==> config.mk <==
export PLATFORM = sky130hd
export DESIGN_NAME = lshift_sched
export DESIGN_NICKNAME = d
export VERILOG_FILES = /design/src/rtl/lshift_pkg.sv /design/src/rtl/lshift_rr_arb.sv /design/src/rtl/lshift_sched.sv
export SDC_FILE = /design/constraint.sdc
export NUM_CORES = 1
export LEC_CHECK = 0
export CELL_PAD_IN_SITES_DETAIL_PLACEMENT = 1
export CELL_PAD_IN_SITES_GLOBAL_PLACEMENT = 1
export CORE_AREA = 2 2 60 62
export DETAILED_ROUTE_END_ITERATION = 7
export DIE_AREA = 0 0 62 64
export DONT_BUFFER_PORTS = 1
export PLACE_DENSITY = 0.75
export SLEW_MARGIN = 20
export SYNTH_ARGS = -nofsm -noshare
export SYNTH_HDL_FRONTEND = slang
export SYNTH_SLANG_ARGS = --single-unit
==> constraint.sdc <==
create_clock -name clk -period 1.32 [get_ports clk]
set_input_delay 0.066 -clock clk [delete_from_list [all_inputs] [get_ports clk]]
set_output_delay 0.066 -clock clk [all_outputs]
set_load 0.05 [all_outputs]
==> src/rtl/lshift_pkg.sv <==
// lshift_pkg: shared types and default widths for the lshift_sched slice.
// Holds the scheduler state enum and the default data/count widths.
package lshift_pkg;

    localparam int W_DEF     = 8;
    localparam int CNT_W_DEF = 3;

    typedef enum logic [1:0] {
        IDLE   = 2'd0,
        ROTATE = 2'd1,
        DONE   = 2'd2
    } state_t;

endpackage

==> src/rtl/lshift_rr_arb.sv <==
// lshift_rr_arb: picks one of NREQ requesters, one-hot grant plus index.
// Ports: clk, rst (async, high), req (request bits), upd (grant taken,
//   advance pointer), grant (one-hot or zero), idx (encoded grant).
// LSHIFT_SCHED_RR_EN defined: round-robin from ptr; else lowest index wins.
module lshift_rr_arb #(
    parameter int NREQ = 4
) (
    input  logic                    clk,
    input  logic                    rst,
    input  logic [NREQ-1:0]         req,
    input  logic                    upd,
    output logic [NREQ-1:0]         grant,
    output logic [$clog2(NREQ)-1:0] idx
);

    localparam int IW = $clog2(NREQ);

    logic [IW-1:0] ptr;

`ifdef LSHIFT_SCHED_RR_EN
    always_ff @(posedge clk or posedge rst) begin
        if (rst) begin
            ptr <= '0;
        end else if (upd) begin
            ptr <= (idx == IW'(NREQ - 1)) ? '0 : idx + 1'b1;
        end
    end
`else
    logic unused_seq;
    assign ptr        = '0;
    assign unused_seq = &{1'b0, clk, rst, upd};
`endif

    // Winner is the requester with the smallest distance (i - ptr) mod NREQ.
    always_comb begin
        int d;
        int best;
        grant = '0;
        idx   = '0;
        best  = NREQ;
        for (int i = 0; i < NREQ; i++) begin
            d = i - int'(ptr);
            if (d < 0) d = d + NREQ;
            if (req[i] && d < best) begin
                best = d;
                idx  = IW'(i);
            end
        end
        for (int i = 0; i < NREQ; i++) begin
            grant[i] = (best < NREQ) && (idx == IW'(i));
        end
    end

endmodule

==> src/rtl/lshift_sched.sv <==
// lshift_sched: shares one W-bit rotate-left register among NREQ requesters.
// Ports: clk, rst (async, high); req_valid/req_ready/req_data/req_cnt per
//   requester; rsp_valid/rsp_ready/rsp_data/rsp_id response; busy.
// LSHIFT_SCHED_RR_EN selects round-robin (else fixed-priority) arbitration.
module lshift_sched
    import lshift_pkg::*;
#(
    parameter int NREQ  = 4,
    parameter int W     = W_DEF,
    parameter int CNT_W = CNT_W_DEF
) (
    input  logic                    clk,
    input  logic                    rst,
    input  logic [NREQ-1:0]         req_valid,
    output logic [NREQ-1:0]         req_ready,
    input  logic [NREQ*W-1:0]       req_data,
    input  logic [NREQ*CNT_W-1:0]   req_cnt,
    output logic                    rsp_valid,
    input  logic                    rsp_ready,
    output logic [W-1:0]            rsp_data,
    output logic [$clog2(NREQ)-1:0] rsp_id,
    output logic                    busy
);

    localparam int IW = $clog2(NREQ);

    state_t           state;
    logic [W-1:0]     data_q;
    logic [CNT_W-1:0] cnt_q;
    logic [NREQ-1:0]  grant;
    logic [IW-1:0]    gidx;
    logic             take;
    logic [W-1:0]     sel_data;
    logic [CNT_W-1:0] sel_cnt;

    assign take = (state == IDLE) && (|req_valid);

    lshift_rr_arb #(
        .NREQ (NREQ)
    ) u_arb (
        .clk   (clk),
        .rst   (rst),
        .req   (req_valid),
        .upd   (take),
        .grant (grant),
        .idx   (gidx)
    );

    // Ready is held low while reset is asserted so it matches reset values.
    assign req_ready = (state == IDLE && !rst) ? grant : '0;
    assign rsp_data  = data_q;

    always_comb begin
        sel_data = '0;
        sel_cnt  = '0;
        for (int i = 0; i < NREQ; i++) begin
            if (grant[i]) begin
                sel_data = req_data[i*W +: W];
                sel_cnt  = req_cnt[i*CNT_W +: CNT_W];
            end
        end
    end

    always_ff @(posedge clk or posedge rst) begin
        if (rst) begin
            state     <= IDLE;
            data_q    <= '0;
            cnt_q     <= '0;
            rsp_valid <= 1'b0;
            rsp_id    <= '0;
            busy      <= 1'b0;
        end else begin
            unique case (state)
                IDLE: begin
                    if (take) begin
                        data_q <= sel_data;
                        cnt_q  <= sel_cnt;
                        rsp_id <= gidx;
                        busy   <= 1'b1;
                        if (sel_cnt == '0) begin
                            state     <= DONE;
                            rsp_valid <= 1'b1;
                        end else begin
                            state <= ROTATE;
                        end
                    end
                end
                ROTATE: begin
                    data_q <= {data_q[W-2:0], data_q[W-1]};
                    cnt_q  <= cnt_q - 1'b1;
                    if (cnt_q == CNT_W'(1)) begin
                        state     <= DONE;
                        rsp_valid <= 1'b1;
                    end
                end
                DONE: begin
                    if (rsp_ready) begin
                        state     <= IDLE;
                        rsp_valid <= 1'b0;
                        busy      <= 1'b0;
                    end
                end
                default: begin
                    state     <= IDLE;
                    rsp_valid <= 1'b0;
                    busy      <= 1'b0;
                end
            endcase
        end
    end

endmodule

==> results of run 1 <==
worst paths after layout:
check	endpoint	slack, ps	from	depth (start not counted)
worst min-delay path	rsp_data[2]	20	req_data[26]	2
max in group asynchronous	state[0]	530	rst	2
worst min register to register	busy	500	busy	2
worst max-delay path	req_ready[1]	-140	state[1]	3
worst max register to register	rsp_id[0]	-90	state[0]	6
min in group asynchronous	rsp_id[0]	320	rst	2
area by class of cell:
cell class	count	area (sq um)
clock buffer	4	26.3
fill	401	1560
inverter	6	22.5
multi-input combinational	119	897
sequential	17	428
tap	46	57.6
timing repair buffer	33	292
layout by cell type (no fill, tap or decap), drive strengths merged, types with 2 or more instances in the layout:
cell,Yosys,final
clkbuf,2,4
nand2,32,32
o31a,3,3
nor2b,4,4
o221ai,10,10
dfrtp,17,17
a221oi,7,7
a221o,2,2
a211oi,2,2
buf,10,29
nor3,6,6
a21oi,5,5
o22ai,2,2
ha,2,2
and2,3,3
dlygate4sd3,0,4
inv,6,6
nand2b,2,2
o21ai,3,3
nor2,19,19
a22oi,9,9
cells by family (layout without fill, tap and decap cells):
kind of cell | after synthesis | after routing | synth area share, %
fa+ha+maj | 2 | 2 | 2.07
simple gates | 70 | 70 | 25.8
buf+inv | 18 | 43 | 6.20
mux | 1 | 1 | 0.827
compound gates | 46 | 46 | 30.0
flops | 17 | 17 | 35.2
cells in the mapped netlist (all sizes together) (3+ instances only):
master	number
o31a	3
o221ai	10
nor2	19
a22oi	9
and2	3
nand2	32
nor2b	4
dfrtp	17
buf	10
nor3	6
a221oi	7
a21oi	5
inv	6
o21ai	3
registers in the layout, indices dropped and copies added (netlist names):
name	count
busy	1
cnt_q	3
rsp_data	8
rsp_id	2
rsp_valid	1
state	2
power by group:
part           internal, mW  total [mW]  leakage [nW]  switching [mW]
sequential            0.755       0.993         0.207           0.238
clock                 0.117       0.290        0.0150           0.173
combinational          1.03        2.55         0.485            1.51
per-stage QoR:
step | util (%) | TNS [ps]
2_1_floorplan | - | 0
3_3_place_gp | 42.0 | 0
3_5_place_dp | 42.0 | -29.6
4_1_cts | 45.4 | -496
5_1_grt | 52.5 | -1210
6_report | 52.5 | -523
layer usage:
| metal | vias up | global-route usage [%] | part of all wire, % |
|---|---|---|---|
| met3 | 4 | 3.85 | 4.7 |
| met1 | 654 | 33.0 | 43 |
| met2 | 47 | 36.8 | 52 |
| met4 | 0 | 4.52 | 0.76 |
| li1 | 617 | - | - |
| met5 | - | 0 | 0 |
what timing repair did:
action,in CTS,in global routing
hold buffers,4,0
endpoints found under the hold margin,19,0
resized for setup,10,40
cloned,0,0
endpoints found under the setup margin,12,17
buffers inserted,2,6
pin swaps,2,8
==> summary.md, run 1 <==
| Metric | Value |
|---|---|
| Outcome | finished with violations |
| Failing checks | negative setup slack |
| Crit path max fanout | 4 |
| Crit start category | flop |
| Design area | 1720 sq um |
| CP peak stage delay | 420 ps |
| Slew @ Worst Pin | 667 ps |
| Fin crit share | 111% |
| Starting DRT DRC Count | 29 |
| FMAX | 685 MHz |
| Worst-skew pair later-pin latency | 290 ps |
| Via density per instance | 5.88 |
| Worst Path Required | 1250 ps |
| Asr flop ratio synth | 100% |
| First-pass GRT wire length | 7.00 mm |
| Max Buffers Root-to-Sink | 2 |
| Synth Net Count | 207 |
| Seq cells post-synth | 17 |
| Tightest Hold Check Type | input port to flop |
| # diodes | 0 |
| Placed cells | 209 |
| Slew Viols, Final | 0 |
| Worst path slowest cell | dfrtp_2 |
| Mapped Area | 1210 sq um |
| Clk slew on worst S/H paths | 110 ps |
| Area leader, netlist | dfrtp_1 |
| Mapped Cells | 154 |
| CORE AREA | 3280 sq um |
| Grt ovf | 0 |
| TritonCTS clock tree | yes |
| Worst Slack Setup Final | -140 ps |
| Post-route ant nets | 0 |
| CP Data Arrival Time | 1390 ps |
| CTS Buf Count | 3 |
| Die Wd | 62 um |
| Drc violations | 0 |
| Power consumption | 3.83 mW |
| CP bufs+invs | 1 |
| Routability cong. | 0.826 |
| Layout cell share with drive strength beyond 1 | 38.5% |
| Overall die height | 64 um |
| Critical path class | flop to primary output |
| RSZ-0062 raised after global routing | yes |
| Worst slack, placed | -20.4 ps |
| DPL Wire Length | 2.99 mm |
| Final WL | 4.48 mm |
| Most common flop cell mapped by yosys | dfrtp_1 |
| GRT Resource Usage Total | 23.3% |
| Synth cell types | 33 |
| Top cell family by delay on the critical path | simple AND/OR/NAND/NOR gates |
| Die ar. | 3970 sq um |
| Fin Hold WS | 20.8 ps |
| Placement-stage cell area | 1380 sq um |
| Row Count | 21 |
| Vias in the first global route | 1449 |
| DR WL/cell | 19.9 um |
| Root Buffer | clkbuf_4 |
| Non-Filler Instances | 225 |
| Io pins | 67 |
| Critical Path Sink Type | primary output |
| Final hold violation count | 0 |
| PwrDens | 2220 nW/um^2 |
| Peak supply drop | 632 uV |
| Via Count | 1322 |
| Starting Density | 36.8% |
| H-Tree Level Count | 1 |
| Pin count of the biggest net entering global routing | 28 |
| Area Growth Syn to Fin | 42.4% |
| Synthesis Warnings | 0 |
| Mean Syn Cell Area | 7.86 sq um |
| Post-synth top area share | 35.2% |
| Total iterations of the first detailed-routing run | 4 |
| Leakage power | 0.707 nW |
| Worst clock skew | 11.4 ps |
| Count of final setup violators | 10 |
| Initial antenna violation count | 0 |
| Clk sinks | 17 |
| Register area share after synthesis | 35.2% |
| Max cap viols | 0 |
| Final nets | 233 |
| I/O Buffers | 0 |
| Crit-path cells | nor3_2 > buf_4 > and3b_2 |
| Slew headroom | 55.5% |
| Crit path time final | 1460 ps |
| Post-synth EDFFs | 0 |
| Largest cells by area after synthesis | dfrtp_1, nand2_1, o221ai_1, nor2_1, a22oi_1 |
(Power assumes the default switching activity.)
==> run 2, diff against run 1 <==
CELL_PAD_IN_SITES_DETAIL_PLACEMENT = 0   (was 1)
CELL_PAD_IN_SITES_GLOBAL_PLACEMENT = 2   (was 1)
CORE_AREA = 2 2 68 70   (was 2 2 60 62)
DIE_AREA = 0 0 70 72   (was 0 0 62 64)
PLACE_DENSITY = 0.76   (was 0.75)
clock period = 1.29 ns   (was 1.32 ns; I/O delays follow)
==> run 2 against run 1 <==
Against the previous run: register-to-register slack improved by 100 ps; global-route usage decreased by 8.9 points; power decreased by 7.9%; the run still ends with negative setup slack left; first-iteration DRC count increased by 17%; critical endpoint unchanged; setup slack improved by 65 ps; via count decreased by 3.0%; hold slack improved by 38 ps; critical path depth unchanged.
==> summary.md, run 2 (synthesis results as in run 1) <==
| Metric | Value |
|---|---|
| Outcome | finished with violations |
| Failing checks | negative setup slack |
| Drc violations | 0 |
| Routability cong. | 0.769 |
| Vias in the first global route | 1270 |
| Placed cells | 218 |
| H-Tree Level Count | 1 |
| # diodes | 0 |
| Overall die height | 72 um |
| Placement-stage cell area | 1420 sq um |
| Design area | 1590 sq um |
| Worst Path Required | 1230 ps |
| CP peak stage delay | 410 ps |
| CORE AREA | 4260 sq um |
| Via Count | 1282 |
| FF+latch area | 428 sq um |
| Leakage power | 0.679 nW |
| DPL Wire Length | 2.83 mm |
| Final hold violation count | 0 |
| Worst Slack Setup Final | -75.0 ps |
| Crit path max fanout | 4 |
| Via density per instance | 5.57 |
| Fill cells | 451 |
| Grt ovf | 0 |
| GRT Resource Usage Total | 14.4% |
| Crit start category | flop |
| Area of the multi-input gates | 761 sq um |
| Hold Crit Start | req_data[30] |
| Initial antenna violation count | 0 |
| Starting Density | 28.4% |
| Pin count of the biggest net entering global routing | 28 |
| Post-route ant nets | 0 |
| CP startpoint | state[0] |
| Tightest Hold Check Type | input port to flop |
| TritonCTS clock tree | yes |
| Hold Path Stages | 2 |
| Max FFs per register | 8 |
| Critical Path Sink Type | primary output |
| Peak supply drop | 536 uV |
| Worst-skew pair later-pin latency | 260 ps |
| Count of final setup violators | 4 |
| Max cap viols | 0 |
| Non-Filler Instances | 230 |
| CP Data Arrival Time | 1300 ps |
| Die Wd | 70 um |
| DR WL/cell | 16.2 um |
| Row Count | 24 |
| Critical path class | flop to primary output |
| Area Growth Syn to Fin | 31.6% |
| Io pins | 67 |
| RSZ-0062 raised after global routing | yes |
| Reg2Reg Depth | 6 |
| FMAX | 733 MHz |
| Worst clock skew | 6.05 ps |
| Crit-path cells | nor3_2 > buf_4 > and3b_2 |
| Root Buffer | clkbuf_8 |
| Crit path time final | 1370 ps |
| Fin crit share | 106% |
| Slew @ Worst Pin | 661 ps |
| Worst path slowest cell | dfrtp_2 |
| I/O Buffers | 0 |
| Max Buffers Root-to-Sink | 2 |
| Total iterations of the first detailed-routing run | 6 |
| Final WL | 3.72 mm |
| Commonest cells after routing, fill and taps aside | nand2_1, buf_4, nor2_1 |
| Slew Viols, Final | 0 |
| Starting DRT DRC Count | 34 |
| Final nets | 232 |
| Startpoint of the worst-slack reg-to-reg timing path | state[1] |
| Clk slew on worst S/H paths | 70 ps |
| Clk sinks | 17 |
| PwrDens | 2210 nW/um^2 |
| Die ar. | 5040 sq um |
| Leading cell type in the layout, fill and taps excluded | nand2_1 |
| CTS Buf Count | 3 |
| Layout cell share with drive strength beyond 1 | 28.7% |
| First-pass GRT wire length | 5.76 mm |
| Slew headroom | 55.9% |
==> run 2: cell types whose count changed in the layout (fill, tap and decap cells not counted), sizes merged <==
cell	before	now
buf	29	28
clkbuf	4	3
clkinv	0	1
==> run 2: final timing paths <==
check                                to  slack, ps
setup reg to reg            rsp_data[7]         10
max in group asynchronous      state[1]        470
hold reg to reg                    busy        480
hold / removal              rsp_data[6]         60
setup / recovery           req_ready[1]        -80
min in group asynchronous     rsp_id[0]        350
==> run 2: through the flow <==
stage	util [%]	worst slack [ps]	hold slack, ps	setup TNS (ps)	total power, mW
2_1_floorplan	-	1.34	-9.43	0	2.33
3_3_place_gp	33.4	46.3	74.4	0	2.89
3_5_place_dp	33.4	9.11	81.3	0	2.92
4_1_cts	35.8	-87.7	34.5	-252	3.39
5_1_grt	37.4	-159	87.4	-798	3.74
6_report	37.4	-75.0	58.4	-212	3.53
==> run 2: power by group <==
part           total (mW)  switching [mW]  internal, mW
combinational        2.13            1.31         0.824
sequential          0.980           0.205         0.775
clock               0.413           0.198         0.215
==> run 2: metal layers <==
metal / track usage, % / share of wire [%] / vias to the layer above
met1: 17.3 / 42 / 605
met5: 0 / 0 / -
li1: - / - / 615
met4: 5.13 / 2.1 / 0
met2: 26.0 / 50 / 54
met3: 2.50 / 5.4 / 8
==> run 2: area by class of cell <==
| type | count | area share [%] |
|---|---|---|
| multi-input cells | 119 | 47.8 |
| inverters | 6 | 1.41 |
| well taps | 52 | 4.08 |
| clock inverters | 1 | 0.314 |
| repair buffers | 32 | 17.0 |
| clock buffers | 3 | 2.59 |
| flip-flops and latches | 17 | 26.9 |
==> run 2: timing repair <==
item	4_1_cts	5_1_grt
setup buffers	2	2
gates cloned	0	0
pin swaps	3	1
endpoints found under the hold margin	18	1
gates resized for setup	4	11
hold buffers	3	1
setup endpoints to repair	4	17
==> run 2: worst max-delay path: cells and delay by family (launching register included) <==
| family | cells | cell delay [ps] |
|---|---|---|
| flip-flops | 1 | 410 |
| buffers and inverters | 1 | 140 |
| AND/OR/NAND/NOR | 2 | 490 |
